<file path="config.mk">
export PLATFORM = sky130hd
export DESIGN_NAME = cpu_lsu
export DESIGN_NICKNAME = d
export VERILOG_FILES = /design/src/rtl/cpu_pkg.sv /design/src/rtl/lsu_align.sv /design/src/rtl/cpu_lsu.sv
export SDC_FILE = /design/constraint.sdc
export NUM_CORES = 1
export LEC_CHECK = 0
export ABC_CLOCK_PERIOD_IN_PS = 8109
export CAP_MARGIN = 20
export CORE_MARGIN = 5
export CORE_UTILIZATION = 43
export DETAILED_ROUTE_END_ITERATION = 12
export DONT_BUFFER_PORTS = 1
export MAX_ROUTING_LAYER = met4
export PLACE_DENSITY = 0.7
export SLEW_MARGIN = 20
export SYNTH_ARGS = -nofsm -noshare
export SYNTH_HDL_FRONTEND = slang
export SYNTH_SLANG_ARGS = --single-unit
export TNS_END_PERCENT = 50
</file>
<file path="constraint.sdc">
create_clock -name aclk -period 8.11 [get_ports aclk]
set_input_delay 0.811 -clock aclk [delete_from_list [all_inputs] [get_ports aclk]]
set_output_delay 0.811 -clock aclk [all_outputs]
set_load 0.02 [all_outputs]
</file>
<file path="src/rtl/cpu_pkg.sv">
// Shared funct3 encodings, FSM state type and latched-request struct for the load/store unit.
package cpu_pkg;

    localparam logic [2:0] F3_B  = 3'b000;
    localparam logic [2:0] F3_H  = 3'b001;
    localparam logic [2:0] F3_W  = 3'b010;
    localparam logic [2:0] F3_BU = 3'b100;
    localparam logic [2:0] F3_HU = 3'b101;

    typedef enum logic [1:0] {
        IDLE   = 2'd0,
        ACCESS = 2'd1,
        WAIT   = 2'd2,
        RESP   = 2'd3
    } lsu_state_e;

    // addr keeps only the byte-lane offset; the word address goes straight to addr_data.
    typedef struct packed {
        logic        store;
        logic [2:0]  funct3;
        logic [1:0]  addr;
        logic [31:0] wdata;
    } lsu_req_t;

endpackage

</file>
<file path="src/rtl/lsu_align.sv">
// Byte-lane steering: store write enables / replicated data and load extraction with extension.
module lsu_align
    import cpu_pkg::*;
(
    input  logic [2:0]  funct3,
    input  logic [1:0]  lane,
    input  logic [31:0] wdata,
    input  logic [31:0] rdata_raw,
    output logic [3:0]  we,
    output logic [31:0] wdata_rep,
    output logic [31:0] rdata_ext
);

    logic [7:0]  rbyte;
    logic [15:0] rhalf;

    always_comb begin
        rbyte     = rdata_raw[{lane, 3'b000} +: 8];
        rhalf     = lane[1] ? rdata_raw[31:16] : rdata_raw[15:0];
        we        = 4'b1111;
        wdata_rep = wdata;
        rdata_ext = rdata_raw;
        // Halfwords select on lane[1] only, so a stray lane[0] is silently ignored.
        case (funct3)
            F3_B: begin
                we        = 4'b0001 << lane;
                wdata_rep = {4{wdata[7:0]}};
                rdata_ext = {{24{rbyte[7]}}, rbyte};
            end
            F3_H: begin
                we        = lane[1] ? 4'b1100 : 4'b0011;
                wdata_rep = {2{wdata[15:0]}};
                rdata_ext = {{16{rhalf[15]}}, rhalf};
            end
            F3_BU:   rdata_ext = {24'b0, rbyte};
            F3_HU:   rdata_ext = {16'b0, rhalf};
            default: ;
        endcase
    end

endmodule

</file>
<file path="src/rtl/cpu_lsu.sv">
// Load/store unit between the MEMORY stage and a synchronous 32-bit data RAM.
// Define LSU_MISALIGN_TRAP_EN to reject misaligned accesses instead of silently aligning them.
module cpu_lsu
    import cpu_pkg::*;
#(
    parameter int RD_LATENCY = 1,
    parameter int ADDR_W     = 32
) (
    input  logic              aclk,
    input  logic              aresetn,
    input  logic              req_valid,
    output logic              req_ready,
    input  logic              req_store,
    input  logic [2:0]        req_funct3,
    input  logic [ADDR_W-1:0] req_addr,
    input  logic [31:0]       req_wdata,
    output logic              rsp_valid,
    input  logic              rsp_ready,
    output logic [31:0]       rsp_rdata,
    output logic              rsp_err,
    output logic [ADDR_W-1:0] addr_data,
    output logic [31:0]       data_out_data,
    input  logic [31:0]       data_in_data,
    output logic              en_data,
    output logic [3:0]        we_data,
    output logic [1:0]        state_dbg
);

    // Handshakes: a transfer happens on a rising edge where valid && ready are both high;
    // valid and its payload stay stable until that edge, and ready never waits on valid.

    lsu_state_e  state;
    lsu_req_t    req_q;
    lsu_req_t    align_req;
    logic [2:0]  wait_cnt;
    logic        bad_op;
    logic        reject;
    logic [3:0]  be;
    logic [31:0] wrep;
    logic [31:0] rext;

    assign state_dbg = state;

    always_comb begin
        if (req_store)
            bad_op = (req_funct3 != F3_B) && (req_funct3 != F3_H) && (req_funct3 != F3_W);
        else
            bad_op = (req_funct3 == 3'b011) || (req_funct3[2:1] == 2'b11);
`ifdef LSU_MISALIGN_TRAP_EN
        reject = bad_op
               || ((req_funct3[1:0] == 2'b01) && req_addr[0])
               || ((req_funct3[1:0] == 2'b10) && (req_addr[1:0] != 2'b00));
`else
        reject = bad_op;
`endif
    end

    // Store lanes come from the live request in IDLE; load extraction uses the latched one.
    always_comb begin
        if (state == IDLE) begin
            align_req.store  = req_store;
            align_req.funct3 = req_funct3;
            align_req.addr   = req_addr[1:0];
            align_req.wdata  = req_wdata;
        end else begin
            align_req = req_q;
        end
    end

    lsu_align u_align (
        .funct3    (align_req.funct3),
        .lane      (align_req.addr),
        .wdata     (align_req.wdata),
        .rdata_raw (data_in_data),
        .we        (be),
        .wdata_rep (wrep),
        .rdata_ext (rext)
    );

    always_ff @(posedge aclk or negedge aresetn) begin
        if (!aresetn) begin
            state         <= IDLE;
            req_q         <= '0;
            wait_cnt      <= '0;
            req_ready     <= 1'b0;
            rsp_valid     <= 1'b0;
            rsp_rdata     <= '0;
            rsp_err       <= 1'b0;
            addr_data     <= '0;
            data_out_data <= '0;
            en_data       <= 1'b0;
            we_data       <= '0;
        end else begin
            case (state)
                IDLE: begin
                    req_ready <= 1'b1;
                    if (req_valid && req_ready) begin
                        req_ready <= 1'b0;
                        req_q     <= align_req;
                        if (reject) begin
                            rsp_valid <= 1'b1;
                            rsp_err   <= 1'b1;
                            rsp_rdata <= '0;
                            state     <= RESP;
                        end else begin
                            en_data       <= 1'b1;
                            addr_data     <= {req_addr[ADDR_W-1:2], 2'b00};
                            we_data       <= req_store ? be : 4'b0000;
                            data_out_data <= req_store ? wrep : 32'b0;
                            state         <= ACCESS;
                        end
                    end
                end
                ACCESS: begin
                    en_data       <= 1'b0;
                    we_data       <= '0;
                    addr_data     <= '0;
                    data_out_data <= '0;
                    if (req_q.store) begin
                        rsp_valid <= 1'b1;
                        rsp_err   <= 1'b0;
                        rsp_rdata <= '0;
                        state     <= RESP;
                    end else begin
                        wait_cnt <= 3'(RD_LATENCY - 1);
                        state    <= WAIT;
                    end
                end
                WAIT: begin
                    if (wait_cnt == 3'd0) begin
                        rsp_valid <= 1'b1;
                        rsp_err   <= 1'b0;
                        rsp_rdata <= rext;
                        state     <= RESP;
                    end else begin
                        wait_cnt <= wait_cnt - 3'd1;
                    end
                end
                RESP: begin
                    if (rsp_ready) begin
                        rsp_valid <= 1'b0;
                        rsp_err   <= 1'b0;
                        rsp_rdata <= '0;
                        req_ready <= 1'b1;
                        state     <= IDLE;
                    end
                end
                default: state <= IDLE;
            endcase
        end
    end

endmodule

</file>
# After elaboration in Yosys (flattened, before gate mapping)
# Cells that the tools add are included.
[classes] n_addsub=1 mul=0 div=0 order_cmp=0 eq_ne=18 n_shift=2 muxes=48 bitwise=0 reduce_logical=17
[op_table] op="$mux W32" count=10
[op_table] op="$pmux W32 S4" count=2
[op_table] op="$pmux W32 S2" count=3
[op_table] op="$mux W37" count=1
[op_table] op="$shiftx A32 B6 Y8" count=1
[op_table] op="$mux W16" count=1
[op_table] op="$mux W4" count=4
[op_table] op="$pmux W4 S2" count=2
[op_table] op="$ne A2 B2 Y1 const B" count=7
[op_table] op="$mux W1" count=13
[op_table] op="$reduce_and A3 Y1" count=3
[op_table] op="$mux W2" count=4
[op_table] op="$pmux W1 S4" count=2
[op_table] op="$pmux W2 S4" count=1
[op_table] op="$eq A2 B2 Y1 const B" count=3
[op_table] op="$eq A3 B3 Y1 const B" count=2
[op_table] op="$logic_not A3 Y1" count=2
[op_table] op="$mux W3" count=2
[op_table] op="$pmux W3 S2" count=1
[op_table] op="$reduce_bool A2 Y1" count=3
[op_table] op="$reduce_and A5 Y1" count=1
[op_table] op="$pmux W1 S2" count=2
[op_table] op="$reduce_and A2 Y1" count=2
[op_table] op="$shl A1 B2 Y4 const A" count=1
[op_table] op="11 further kinds" count=13
[word_totals] reg_bits=147 latchBits=0 ramBits=0 rom_bits=0 input_bits=104 out_inout_bits=106 n_memories=0

# Logic depth before layout (Yosys ltp)
[logic_depth] word_depth=8 ltp_mapped=11

# Hierarchy
# Synthesis repeated with hierarchy kept, for this count alone.
[unflattened] cells_unflattened=777 area_unflattened_um2=7808.7
[modules_own_cells] mod="cpu_lsu" n_inst=1 cells_each=618 area_each_um2=6757.7
[modules_own_cells] mod="lsu_align" n_inst=1 cells_each=159 area_each_um2=1051.0

# Worst setup path before layout
# Ideal clock, no wire load.
[synth_path] kind="register -> register" start="register state[0] (netlist: state_dbg[0])" end="register rsp_rdata[21]" setup_ns=0.121 arrival_ns=2.634 required_ns=7.989 setup_slack_ns=5.355 stages_incl_launch_ff=11 synth_period_minus_slack_ns=2.755 path_cell_list="dfrtp_1 -> inv_1 -> ha_1 -> buf_4 -> mux2i_1 -> mux4_2 -> a31o_1 -> buf_2 -> a31o_4 -> buf_6 -> a22o_1"
[synth_via] elab_chain_cells=6 word_cells_on_any_way=20 cone_classes="eq/ne (11); shift (1); mux (5); reduce/logical (3)"
[synth_rtl] item="start: declaration" line="cpu_lsu.sv:32" rtl="lsu_state_e state;"
[synth_rtl] item="start signal: assignment" line="cpu_lsu.sv:82" rtl="state <= IDLE;"
[synth_rtl] item="start signal: assignment" line="cpu_lsu.sv:104" rtl="state <= RESP;"
[synth_rtl] item="start signal: assignment" line="cpu_lsu.sv:110" rtl="state <= ACCESS;"
[synth_rtl] item="$logic_not A2 Y1" line="cpu_lsu.sv:60, cpu_lsu.sv:94"
[synth_rtl] item="$mux W37" line="cpu_lsu.sv:60" rtl="if (state == IDLE) begin"
[synth_rtl] item="$shiftx A32 B6 Y8, or another cell as far along" line="lsu_align.sv:18" rtl="rbyte = rdata_raw[{lane, 3'b000} +: 8];"
[synth_rtl] item="$pmux W32 S4" line="lsu_align.sv:24" rtl="case (funct3)"
[synth_rtl] item="$mux W32" line="cpu_lsu.sv:130" rtl="if (wait_cnt == 3'd0) begin"
[synth_rtl] item="$pmux W32 S4" line="cpu_lsu.sv:94" rtl="case (state)"
[synth_rtl] item="end signal: assignment" line="cpu_lsu.sv:133" rtl="rsp_rdata <= rext;"
[synth_rtl] item="end: declaration" line="cpu_lsu.sv:19" rtl="output logic [31:0] rsp_rdata,"
# Parallel ways exist; a longest one is shown, timed or not. The select of a mux whose other input is x is not followed.
# A chain may end at the register's enable or synchronous reset.

# Final worst setup path
[layout_path] start="register state[0] (netlist: state_dbg[0])" end="register rsp_rdata[17]"
# The elaborated chain is that of the path after synthesis.

==> summary.md <==
| Metric | Value |
|---|---|
| Outcome | completed |
| RePlAce Congestion | 0.890 |
| Yosys warns | 0 |
| Required time of the critical path | 8400 ps |
| H-tree level count | 4 |
| Worst hold slack | 95.2 ps |
| N_diodes | 0 |
| Layout Area Growth over Synthesis | 11.0% |
| Maximum number of pins on one net before global-route repair | 146 |
| Y dimension of the die | 135 um |
| Sum of internal, switching and leakage power | 0.00344 W |
| Worst setup path class | reg -> reg |
| Power density relative to cell area | 458 mW/mm^2 |
| CTS-repair resized insts | 0 |
| Core area | 0.0153 sq mm |
| Kind of cell with the highest combined delay on the critical path | multiplexers |
| Die outline area | 0.0184 sq mm |
| Vias per cell | 6.04 |
| Later-pin clock latency in the skew report | 410 ps |
| GRT Resource Usage Total | 20.6% |
| Global-route wire length before repair | 28,500 um |
| Detailed router's first-iteration violation count | 396 |
| Number of clock buffers inserted by TritonCTS | 17 |
| Clk_skew | 7.42 ps |
| Count of hold-fix buffers inserted at cts | 0 |
| Max stage delay cell, worst path | mux2i_1 |
| Worst endpoint data arrival time | 4090 ps |
| Via count of the routed design | 4,896 |
| Number of pins with negative max-slew slack in the final report | 0 |
| Maximum vdd drop | 0.263 mV |
| TritonCTS clock tree | built |
| Hold Fails Final Rpt | 0 |
| CP peak stage delay | 830 ps |
| Synthesis-stage register bit count | 145 |
| Final cell area excluding filler cells | 0.00751 sq mm |
| Post-CTS clock slew at the launch and capture registers of the worst setup and hold paths | 60 ps |
| Top flip-flop cell by instance count after synthesis | dfrtp_1 |
| Routed WL | 18,500 um |
| Max-cap viol count | 0 |
| Kind of path behind the tightest hold check | in -> async |
| Fraction of layout cells with a size suffix above 1 | 16.2% |
| Antenna violations before repair | 0 |
| Floorplan die width | 135 um |
| Count of final setup violators | 0 |
| Cell variety after synth | 38 |
| Standard-cell rows | 45 |
| DR WL/cell | 22.9 um |
| Sequential element share of the synthesized area | 53.6% |
| Top-level I/O count | 210 |
| Cell accounting for the most synthesized area | dfrtp_1 |
| Total of buffers placed on input and output ports | 0 |
| Dpl hpwl | 13,000 um |
| Residual DRC count | 0 |
| Aggregate global routing overflow | 0 |
| Static leakage power | 3.36 nW |
| Number of synthesized flops with an enable pin | 0 |
| Cell Area, Placed | 0.00692 sq mm |
| Max-Slew Margin vs Limit | 27.0% |
| Slew of the pin with the lowest slew margin | 1100 ps |
| Critical path startpoint category | flip-flop |
| Highest clock frequency the design can meet | 263 MHz |
| Post-Synthesis Mean Instance Area | 11.1 sq um |
| Count of TritonRoute iterations in the first routing pass | 4 |
| CP cell instances | inv_1, ha_2, buf_4, mux2i_1, mux4_2, a31o_1, a31o_4, a22o_1 |
| Starting density of the core | 44.2% |
| Proportion of register bits with asynchronous set or reset after synthesis | 100% |
| Setup repair bufs after CTS | 0 |
| Cell chosen for the clock root | clkbuf_16 |
| Final nets | 698 |
| Min Clock Period, post-route | 3800 ps |
| Count of buffer and inverter cells on the critical path | 2 |
| ANT nets after route | 0 |
| Final setup TNS | 0 ps |
| Cells after Synth | 608 |
| Fin util | 49.0% |
| Main area contributors after synthesis | dfrtp_1, mux2_2, a22o_1 |
| Sinks on the clock net | 145 |
| Highest-count cells in the layout ignoring fill and taps | dfrtp_1, nand2_1, a22o_1, nor2_1, mux2_2 |
| Critical Path Fanout Max | 45 |
| Tcrit/Tclk final | 46.8% |
| Crit path capture type | flip-flop |
| Most common cell after layout, fill and taps aside | dfrtp_1 |
| Maximum number of buffers from clock root to sink | 2 |
| Post-synthesis instance area | 0.00677 sq mm |
| RSZ-0062 raised after global routing | false |
| Number of global-route vias before repair | 4,939 |
| Share of Yosys cell area claimed by the top area cell type | 53.6% |
==> cells in the mapped netlist, drive strengths merged (6+ instances only) <==
master,instances
dfrtp,145
o2bb2ai,24
inv,15
o21ai,34
mux4,6
mux2,46
clkbuf,30
ha,6
nand3,7
a22oi,7
buf,18
o221ai,14
nand2,61
mux2i,19
a22o,56
nor2,53
a211oi,7
a21oi,24
o211ai,9
and2,7
==> per-stage QoR <==
step,worst slack (ps),instances
2_1_floorplan,5350,609
3_3_place_gp,4490,779
3_5_place_dp,4330,779
4_1_cts,4330,810
5_1_grt,4130,811
6_report,4310,811
==> logic make-up (layout without fill, tap and decap cells) <==
family / count (synthesis) / in the layout / share of synthesized area, %
AO/OA/AOI/OAI: 184 / 184 / 20.3
flip-flops: 145 / 145 / 53.6
AND/OR/NAND/NOR: 138 / 138 / 8.54
multiplexers: 71 / 71 / 12.5
buffers and inverters: 63 / 54 / 3.90
adder cells (fa/ha/maj): 6 / 6 / 1.11
other: 1 / 2 / 0.0554
==> registers in the layout, indices dropped and copies added, names as in the netlist <==
register and flops:
req_q 38, data_out_data 32, rsp_rdata 32, addr_data 30, we_data 4, wait_cnt 3
state_dbg 2, en_data 1, req_ready 1, rsp_err 1, rsp_valid 1
==> per-layer routing <==
metal  vias up  GRT usage [%]  share of wire, %
met5         -              -                 0
met4         0           8.01               3.0
met3        33           7.80               8.6
met2       185           32.7                50
met1      2494           23.6                39
li1       2184              -                 -
==> cell type report <==
type | instances | area, sq um
clock buffer | 20 | 447
clock inverter | 11 | 115
fill | 1348 | 7800
inverter | 15 | 56.3
multi-input combinational | 401 | 2920
sequential | 145 | 3630
tap | 211 | 264
timing repair buffer | 8 | 80.1
==> report_power, final <==
part,internal [W],switching (W)
Clock,0.000456,0.000294
Sequential,0.000994,0.000422
Combinational,0.000515,0.000760
==> path summary, 6_finish.rpt <==
path | startpoint | end | slack (ps) | depth (start not counted)
min | aresetn | data_out_data[26] | 100 | 0
max | state_dbg[0] | rsp_rdata[17] | 4310 | 8
min reg2reg | req_q[30] | req_q[30] | 500 | 1
max in group asynchronous | aresetn | addr_data[28] | 7800 | 0
min in group aclk | req_q[30] | req_q[30] | 500 | 1
max reg2reg | state_dbg[0] | rsp_rdata[17] | 4310 | 8
(Power assumes the default switching activity.)
==> edit: new RTL, config.mk and constraints unchanged <==
Add a define of `LSU_MISALIGN_TRAP_EN`.
--- a/src/rtl/cpu_lsu.sv
+++ b/src/rtl/cpu_lsu.sv
@@ -1,5 +1,7 @@
 // Load/store unit between the MEMORY stage and a synchronous 32-bit data RAM.
 // Define LSU_MISALIGN_TRAP_EN to reject misaligned accesses instead of silently aligning them.
+`define LSU_MISALIGN_TRAP_EN
+
 module cpu_lsu
     import cpu_pkg::*;
 #(
Formal check against the unedited RTL: not equivalent (Yosys sat finds a counterexample within 4 cycles, from zero or initial values and one cycle with aresetn low).
==> edit against the unedited design <==
Worst setup slack improved by 0.058 ns. Clock skew decreased by 0.0011 ns. Synthesized cell count decreased by 3.9%. Die area increased by 0.69%. Sequential cell count unchanged. Area after synthesis increased by 0.74%. Wire length decreased by 2.4%. Total power about the same. Final area increased by 2.2%. Critical path type unchanged. Largest cell class unchanged.
==> edit: results (changes against the unedited design) <==
| Metric | Value |
|---|---|
| Routing usage on met1 | 23.2% (was 23.6%) |
| Post-synth ARST share | 100% (unchanged) |
| Total track usage | 20.3% (was 20.6%) |
| Proportion of layout cells with a drive suffix above 1 | 19.1% (was 16.2%) |
| Top post-synthesis cells by area | dfrtp_1, mux2_2, a22o_1 (unchanged) |
| Mux share of post-synthesis cell area | 14.7% (was 12.5%) |
| Critical path data arrival time | 4.03 ns (was 4.09 ns) |
| RePlAce Congestion | 0.793 (was 0.890) |
| DR iter-0 viols | 234 (was 396) |
| Total wire length | 18.1 mm (was 18.5 mm) |
| Dpl hpwl | 12.8 mm (was 13.0 mm) |
| Number of H-tree levels | 4 (unchanged) |
| Sw frac | 41.1% (was 42.9%) |
| Placed cell area | 6990 sq um (was 6920 sq um) |
| First-pass GRT wire length | 28.1 mm (was 28.5 mm) |
| # nets final | 677 (was 698) |
| Slew headroom | 33.3% (was 27.0%) |
| Maximum VDD drop | 0.000181 V (was 0.000263 V) |
| P_leak | 0.00334 uW (was 0.00336 uW) |
| Post-cts resize count | 0 (unchanged) |
| Post-Synth Adder-Cell Area | 1.10% (was 1.11%) |
| Grt met2 use | 31.6% (was 32.7%) |
| Largest net degree at the start of global routing | 146 (unchanged) |
| Status | finished clean (unchanged) |
| Post-Place Worst Slack | 4.13 ns (was 4.33 ns) |
| Post-synthesis cell area | 6820 sq um (was 6770 sq um) |
| Clock Skews | 0.00633 ns (was 0.00742 ns) |
| FILL cells | 1396 (was 1348) |
| Compound-cell area share of the yosys netlist | 20.0% (was 20.3%) |
| Via Count | 4804 (was 4896) |
| Sequential share of the synthesized area | 53.2% (was 53.6%) |
| Met3 Use GR | 9.10% (was 7.80%) |
| Most instantiated cells after synthesis | dfrtp_1, mux2_2, a22o_1 (was dfrtp_1, nand2_1, a22o_1) |
| Largest fanout on the critical path | 61 (was 45) |
| Drt first pass iters | 5 (was 4) |
| Vias in the first global route | 4901 (was 4939) |
| Unique masters post-synth | 45 (was 38) |
[edit: cell count changes after synthesis, sizes merged, moves of 11 or more]
cell / delta
nand2: -21
o221ai: -14
a21oi: -11
o31ai: +17
nor2: -11
[edit: through the flow]
stage	hold WS, ns	util, %	cells	power, uW
after floorplan	0.449	-	585	2290
after global placement	0.467	44.5	762	2540
after detailed placement	0.482	44.5	762	2600
after CTS	0.0644	48.6	794	3460
after global routing	0.0686	48.9	796	3650
final	0.0926	48.9	796	3440
[edit: cell type report]
class | instances | area [sq um] | area share (%)
Sequential cell | 145 | 3630 | 47.2
Multi-Input combinational cell | 386 | 3020 | 39.3
Clock buffer | 21 | 470 | 6.13
Tap cell | 216 | 270 | 3.52
Clock inverter | 11 | 176 | 2.30
Timing Repair Buffer | 8 | 78.8 | 1.03
Inverter | 9 | 33.8 | 0.440
[edit: critical path, stage by stage (launching register included)]
cell and delay, ns:
dfrtp_1 0.52, inv_1 0.15, ha_2 0.17, buf_4 0.61, mux2i_4 0.68, mux4_2 0.60, a31oi_1 0.44, o21ai_0 0.20
a22o_1 0.22
[edit: worst paths after layout]
check	to	cells after the start	slack (ns)
max	rsp_rdata[11]	8	4.37
min	rsp_rdata[19]	0	0.09
max reg2reg	rsp_rdata[11]	8	4.37
min reg2reg	req_q[2]	2	0.49
max in group asynchronous	addr_data[17]	0	7.72
min in group aclk	req_q[2]	2	0.49
[edit: per-layer routing]
metal  share of wire [%]  wire length [um]
met5                   0                 0
met4                 2.6               473
met3                  12              2190
met2                  47              8590
met1                  38              6850
[edit: power groups by stage]
stage          Clock, uW  Sequential, uW  Combinational, uW
5_1_grt              898            1390               1370
4_1_cts              864            1360               1240
3_3_place_gp           0            1360               1180
3_5_place_dp           0            1370               1240
2_1_floorplan          0            1290                998
6_report             850            1350               1240
